File: config.mk
export PLATFORM = sky130hd
export DESIGN_NAME = id_ex_stage
export DESIGN_NICKNAME = d
export VERILOG_FILES = /design/src/rtl/id_ex_stage.sv
export SDC_FILE = /design/constraint.sdc
export NUM_CORES = 1
export LEC_CHECK = 0
export ABC_AREA = 1
export BUFFER_PORTS_ARGS = -buffer_cell sky130_fd_sc_hd__clkbuf_2
export CORE_ASPECT_RATIO = 2
export CORE_UTILIZATION = 43
export CTS_CLUSTER_SIZE = 20
export DETAILED_ROUTE_END_ITERATION = 16
export PLACE_DENSITY = 0.85
export REMOVE_ABC_BUFFERS = 1
export SYNTH_ARGS = -nofsm -noshare
export SYNTH_HDL_FRONTEND = slang
export SYNTH_SLANG_ARGS = --single-unit
File: constraint.sdc
create_clock -name clk_i -period 1.67 [get_ports clk_i]
set_input_delay 0.334 -clock clk_i [delete_from_list [all_inputs] [get_ports clk_i]]
set_output_delay 0.334 -clock clk_i [all_outputs]
set_load 0.03 [all_outputs]
File: src/rtl/id_ex_stage.sv
// ID/EX pipeline register: captures decoded ID state for EX, detects load-use
// hazards, handles branch flush and downstream hold, and counts bubbles/flushes.
module id_ex_stage #(
   parameter int unsigned XLEN  = 32,
   parameter int unsigned CNT_W = 16
) (
   input  logic             clk_i,
   input  logic             rst_i,
   input  logic             ID_valid_i,
   input  logic [XLEN-1:0]  ID_pc_i,
   input  logic [4:0]       ID_rs1_i,
   input  logic [4:0]       ID_rs2_i,
   input  logic [4:0]       ID_rd_i,
   input  logic             ID_uses_rs1_i,
   input  logic             ID_uses_rs2_i,
   input  logic [XLEN-1:0]  ID_rs1_data_i,
   input  logic [XLEN-1:0]  ID_rs2_data_i,
   input  logic [XLEN-1:0]  ID_imm_i,
   input  logic [3:0]       ID_alu_op_i,
   input  logic             ID_alu_src_i,
   input  logic             ID_mem_rd_i,
   input  logic             ID_mem_wr_i,
   input  logic             ID_reg_wr_en_i,
   input  logic [1:0]       ID_wb_sel_i,
   input  logic             EX_branch_taken_i,
   input  logic             EX_stall_i,
   output logic             ID_stall_o,
   output logic             EX_valid_o,
   output logic [XLEN-1:0]  EX_pc_o,
   output logic [4:0]       EX_rs1_o,
   output logic [4:0]       EX_rs2_o,
   output logic [4:0]       EX_rd_o,
   output logic [XLEN-1:0]  EX_rs1_data_o,
   output logic [XLEN-1:0]  EX_rs2_data_o,
   output logic [XLEN-1:0]  EX_imm_o,
   output logic [3:0]       EX_alu_op_o,
   output logic             EX_alu_src_o,
   output logic             EX_mem_rd_o,
   output logic             EX_mem_wr_o,
   output logic             EX_reg_wr_en_o,
   output logic [1:0]       EX_wb_sel_o,
   output logic [CNT_W-1:0] bubble_cnt_o,
   output logic [CNT_W-1:0] flush_cnt_o
);

   logic load_use;
   logic rs1_hit;
   logic rs2_hit;

   always_comb begin
      rs1_hit  = ID_uses_rs1_i && (ID_rs1_i == EX_rd_o);
      rs2_hit  = ID_uses_rs2_i && (ID_rs2_i == EX_rd_o);
      // x0 is never a real producer, so rd==0 cannot create a dependency
      load_use = EX_valid_o && EX_mem_rd_o && (EX_rd_o != 5'd0) && ID_valid_i
                 && (rs1_hit || rs2_hit);
      ID_stall_o = !EX_branch_taken_i && (EX_stall_i || load_use);
   end

   always_ff @(posedge clk_i) begin
      if (rst_i) begin
         EX_valid_o     <= 1'b0;
         EX_pc_o        <= '0;
         EX_rs1_o       <= '0;
         EX_rs2_o       <= '0;
         EX_rd_o        <= '0;
         EX_rs1_data_o  <= '0;
         EX_rs2_data_o  <= '0;
         EX_imm_o       <= '0;
         EX_alu_op_o    <= '0;
         EX_alu_src_o   <= 1'b0;
         EX_mem_rd_o    <= 1'b0;
         EX_mem_wr_o    <= 1'b0;
         EX_reg_wr_en_o <= 1'b0;
         EX_wb_sel_o    <= '0;
         bubble_cnt_o   <= '0;
         flush_cnt_o    <= '0;
      end else if (EX_branch_taken_i) begin
         EX_valid_o     <= 1'b0;
         EX_mem_rd_o    <= 1'b0;
         EX_mem_wr_o    <= 1'b0;
         EX_reg_wr_en_o <= 1'b0;
         if (ID_valid_i && (flush_cnt_o != '1))
            flush_cnt_o <= flush_cnt_o + 1'b1;
      end else if (!EX_stall_i) begin
         if (load_use) begin
            // Bubble: only the side-effecting controls are cleared, data fields hold
            EX_valid_o     <= 1'b0;
            EX_mem_rd_o    <= 1'b0;
            EX_mem_wr_o    <= 1'b0;
            EX_reg_wr_en_o <= 1'b0;
            if (bubble_cnt_o != '1)
               bubble_cnt_o <= bubble_cnt_o + 1'b1;
         end else begin
            EX_valid_o     <= ID_valid_i;
            EX_pc_o        <= ID_pc_i;
            EX_rs1_o       <= ID_rs1_i;
            EX_rs2_o       <= ID_rs2_i;
            EX_rd_o        <= ID_rd_i;
            EX_rs1_data_o  <= ID_rs1_data_i;
            EX_rs2_data_o  <= ID_rs2_data_i;
            EX_imm_o       <= ID_imm_i;
            EX_alu_op_o    <= ID_alu_op_i;
            EX_alu_src_o   <= ID_alu_src_i;
            EX_mem_rd_o    <= ID_valid_i && ID_mem_rd_i;
            EX_mem_wr_o    <= ID_valid_i && ID_mem_wr_i;
            EX_reg_wr_en_o <= ID_valid_i && ID_reg_wr_en_i;
            EX_wb_sel_o    <= ID_wb_sel_i;
         end
      end
   end

endmodule

==> impl_summary.txt <==
----------------------------------------------------
[Synthesis]
  Yosys top cell by area ... sky130_fd_sc_hd__dfxtp_1
  Flop and latch count out of synthesis ... 186
  Share of synthesized area spent on multiplexers ... 0%
  Top cells by area in the synthesized netlist ... sky130_fd_sc_hd__dfxtp_1, sky130_fd_sc_hd__nor2_1, sky130_fd_sc_hd__nor2_2, sky130_fd_sc_hd__o21ai_0, sky130_fd_sc_hd__nand2_1
  Post-synth cell types ... 28
  Post-Synthesis Cell Area ... 7730 um2
  Compound-gate portion of the synthesized area ... 12.0%
  Primary FF master, synth ... sky130_fd_sc_hd__dfxtp_1
  Top cells by count, synth ... sky130_fd_sc_hd__nor2_1, sky130_fd_sc_hd__dfxtp_1, sky130_fd_sc_hd__nand2_1, sky130_fd_sc_hd__nor2_2, sky130_fd_sc_hd__o21ai_0
  Warning count from the yosys run ... 0
  Area share of fa/ha/maj cells after synthesis ... 0.324%
  Synthesized area per cell ... 7.61 um2
  Simple-gate portion of the synthesized area ... 30.0%
  Most frequently used cell type in the post-synthesis netlist ... sky130_fd_sc_hd__nor2_1
  Xor-xnor portion of the synthesized cell area ... 1.13%
  Number of flops mapped to enable cells by yosys ... 0
  Share of the yosys chip area belonging to registers ... 48.2%
  Cells after Synth ... 1016
  Area share of the leading cell type in the synthesized netlist ... 48.2%
  Share of synthesized registers carrying an async set or reset ... 0%
  Combinational family with the most area after synthesis ... simple AND/OR/NAND/NOR gates

[Floorplanning]
  Initial core utilization ... 43.7%
  Number of top-level pins ... 347
  Number of placement rows ... 69
  Die height ... 192 um
  Die outline area ... 18500 um2
  Horizontal die dimension ... 96.8 um
  Std-Cell Core Area ... 17700 um2

[CTS]
  Maximum number of buffers from clock root to sink ... 2
  TritonCTS Sinks ... 186
  Clock-pin slew on the worst setup and hold paths ... 70 ps
  CTS tree ... done
  CTS H-Tree Depth ... 4
  Clk root buf ... sky130_fd_sc_hd__clkbuf_16
  Insertion delay to the later sink of the worst-skew pair ... 420 ps
  CTS Buf Count ... 17

[STA]
  Number of pins exceeding their max-slew limit in the final report ... 0
  Number of endpoints with negative hold slack in the final report ... 0
  Final Skew ... 12.3 ps
  Timing-limited maximum frequency ... 0.503 GHz
  Slew HR ... 70.1%
  Worst slew pin tran ... 448 ps
  Setup slack of the critical path after layout ... -320 ps
  Setup tns final ... -28410 ps
  Unrepaired setup endpoints after global routing ... true
  Final setup violation count ... 152
  Final Cycle Share ... 119%
  Period minus WS final ... 1990 ps

[Routing]
  Drt drc ... 0
  Detailed Routing Iterations Pass 1 ... 5
  Routed vias ... 8453
  Post-DR wirelength/cell ... 17.0 um
  Number of DRC violations after detailed-routing iteration 0 ... 325
  Average via count per standard cell ... 5.08
  Routed WL ... 28400 um
  Antenna violation net count after detailed routing ... 0

[Place]
  Routability congestion estimate from global placement ... 0.894
  Total of buffers placed on input and output ports ... 346
  Dpl hpwl ... 16800 um
  Worst setup slack after placement ... -114 ps

[Power and ir drop]
  VDD IR-drop max ... 809 uV
  Leakage power total ... 5.87 nW
  Total power ... 0.0114 W
  Power density over cell area ... 934 nW/um2

[Flow run]
  Max-cap check violation count ... 0

[Run status]
  Result of the run ... finished, violations left
  Violated checks ... negative setup slack

[Setup path]
  Startpoint of the worst-slack reg-to-reg timing path ... EX_rd_o[2]
  Slack of the worst reg-to-reg path ... -320 ps
  Maximum net fanout on the critical path ... 10
  Required time of the worst setup path ... 1980 ps
  Critical path launch point type ... flip-flop
  Endpoint kind of the worst setup timing path ... flip-flop
  Class of the most critical setup path ... flip-flop to flip-flop
  Capture instance of the worst register-to-register path ... EX_rs2_data_o[19]
  Cell count of the worst reg-to-reg path ... 13
  Arrival time worst endpoint ... 2300 ps

[Global route]
  GRT overflow ... 0
  GRT Util Overall ... 28.9%
  Initial antenna violation count ... 0
  Number of global-route vias before repair ... 8264
  Maximum number of pins on one net before global-route repair ... 106
  Wire length of the first global-routing pass ... 41800 um

[Hold path]
  Hold Startpoint ... ID_pc_i[26]
  Worst min-delay path endpoint ... EX_pc_o[26]
  Worst min-delay path class ... input pin to flip-flop
  WHS Path Cells ... 3

[Cells and area]
  Net count reported at finish ... 1601
  Number of inserted filler cells in the final layout ... 1323
  Share of cells above drive strength 1 ... 45.3%
  Antenna diode count ... 0
  Area growth syn-to-layout ... 57.4%
  Post-route core utilization ... 68.8%

----------------------------------------------------
[state kept, by name (all words and copies together), names as in the netlist]
| register | flops |
|---|---|
| EX_rs1_o | 5 |
| bubble_cnt_o | 16 |
| EX_rs1_data_o | 32 |
| flush_cnt_o | 16 |
| EX_reg_wr_en_o | 1 |
| EX_rs2_data_o | 32 |
| EX_wb_sel_o | 2 |
| EX_mem_wr_o | 1 |
| EX_alu_src_o | 1 |
| EX_imm_o | 32 |
| EX_rs2_o | 5 |
| EX_rd_o | 5 |
| EX_pc_o | 32 |
| EX_valid_o | 1 |
| EX_alu_op_o | 4 |
| EX_mem_rd_o | 1 |
[repair_timing]
| item | 4_1_cts | 5_1_grt |
|---|---|---|
| gates cloned | 30 | 1 |
| setup buffers | 20 | 4 |
| resized for setup | 111 | 84 |
| setup endpoints to repair | 140 | 183 |
| hold buffers | 0 | 0 |
| pin swaps | 17 | 16 |
[worst max-delay path, stage by stage (launching register included)]
cell and delay [ps]:
sky130_fd_sc_hd__dfxtp_4 350, sky130_fd_sc_hd__inv_2 80, sky130_fd_sc_hd__nand3_1 120, sky130_fd_sc_hd__o21bai_1 190, sky130_fd_sc_hd__inv_2 80, sky130_fd_sc_hd__nand2_4 70, sky130_fd_sc_hd__buf_4 140, sky130_fd_sc_hd__nand2_8 90
sky130_fd_sc_hd__buf_6 130, sky130_fd_sc_hd__buf_12 140, sky130_fd_sc_hd__buf_12 130, sky130_fd_sc_hd__buf_16 140, sky130_fd_sc_hd__o21ai_1 150, sky130_fd_sc_hd__nor2_1 60
[layer usage]
layer	GRT usage (%)	routed length, um	up-vias
li1	-	-	4079
met1	28.7	9910	3900
met2	52.8	15200	359
met3	7.42	1620	115
met4	18.4	1680	0
met5	0	0	-
[worst max-delay path by stage]
| stage | start | endpoint | slack (ps) | cells past startpoint |
|---|---|---|---|---|
| after floorplan | EX_rd_o[2] | EX_alu_op_o[3] | -2250 | 10 |
| after detailed placement | ID_rs1_i[2] | EX_rs1_data_o[2] | -110 | 13 |
| final | EX_rd_o[2] | EX_rs2_data_o[19] | -320 | 13 |
| after global routing | EX_rd_o[1] | EX_rs1_data_o[29] | -430 | 15 |
| after CTS | EX_rd_o[0] | ID_stall_o | -310 | 9 |
| after global placement | EX_rd_o[4] | EX_rs2_data_o[21] | -70 | 12 |
[stage by stage]
step	instances	hold slack, ps	instance area [um2]
finish	1664	138	12200
detailed placement	1578	459	9960
global placement	1578	443	9960
CTS	1659	123	11800
global route	1664	129	12200
floorplan	962	403	7330
[cells by family (layout without fill, tap and decap cells)]
logic type	count (synthesis)	in the layout
AND/OR/NAND/NOR	517	517
flip-flops	186	186
AO/OA/AOI/OAI	181	181
buffers and inverters	120	555
XOR/XNOR	10	10
adder cells (fa/ha/maj)	2	2
[final cells by class]
cell class / instances / area [um2] / area share (%)
inverters: 66 / 263 / 2.16
repair buffers: 458 / 3650 / 30.0
flip-flops and latches: 186 / 3730 / 30.7
multi-input cells: 710 / 3660 / 30.1
clock buffers: 21 / 450 / 3.70
well taps: 213 / 267 / 2.19
clock inverters: 10 / 141 / 1.16
[power breakdown]
part           total (W)  internal, W  switching [W]  leakage, nW
combinational    0.00232      0.00100        0.00132         4.05
clock            0.00417      0.00240        0.00176        0.284
sequential       0.00487      0.00468       0.000191         1.53
total             0.0114      0.00809        0.00328         5.87
[cell usage in the layout (no fill, tap or decap), types with 2 or more instances in the layout]
| cell type | count |
|---|---|
| sky130_fd_sc_hd__nand3_1 | 15 |
| sky130_fd_sc_hd__nand2_2 | 2 |
| sky130_fd_sc_hd__o21ai_1 | 101 |
| sky130_fd_sc_hd__and2_1 | 2 |
| sky130_fd_sc_hd__clkinvlp_4 | 2 |
| sky130_fd_sc_hd__bufbuf_16 | 10 |
| sky130_fd_sc_hd__buf_8 | 6 |
| sky130_fd_sc_hd__nand3_2 | 2 |
| sky130_fd_sc_hd__xnor2_1 | 4 |
| sky130_fd_sc_hd__clkbuf_2 | 345 |
| sky130_fd_sc_hd__nand4_1 | 15 |
| sky130_fd_sc_hd__dfxtp_1 | 181 |
| sky130_fd_sc_hd__clkbuf_8 | 2 |
| sky130_fd_sc_hd__nor3_2 | 3 |
| sky130_fd_sc_hd__bufinv_16 | 3 |
| sky130_fd_sc_hd__buf_16 | 23 |
| sky130_fd_sc_hd__buf_12 | 22 |
| sky130_fd_sc_hd__nor3_1 | 9 |
| sky130_fd_sc_hd__o21ai_0 | 37 |
| sky130_fd_sc_hd__clkbuf_16 | 18 |
| sky130_fd_sc_hd__nor2_2 | 98 |
| sky130_fd_sc_hd__nand2_4 | 2 |
| sky130_fd_sc_hd__nand2_1 | 105 |
| sky130_fd_sc_hd__inv_1 | 57 |
| sky130_fd_sc_hd__clkinv_2 | 2 |
| sky130_fd_sc_hd__clkbuf_1 | 3 |
| sky130_fd_sc_hd__nor2_1 | 232 |
| sky130_fd_sc_hd__dfxtp_4 | 2 |
| sky130_fd_sc_hd__inv_6 | 3 |
| sky130_fd_sc_hd__xor2_1 | 6 |
| sky130_fd_sc_hd__buf_6 | 5 |
| sky130_fd_sc_hd__inv_2 | 7 |
| sky130_fd_sc_hd__o21bai_1 | 10 |
| sky130_fd_sc_hd__o21ai_2 | 18 |
| sky130_fd_sc_hd__a21oi_1 | 14 |
| sky130_fd_sc_hd__dfxtp_2 | 3 |
| sky130_fd_sc_hd__nor2_4 | 27 |
| sky130_fd_sc_hd__buf_4 | 45 |
Power figures use the tool's default switching activity.
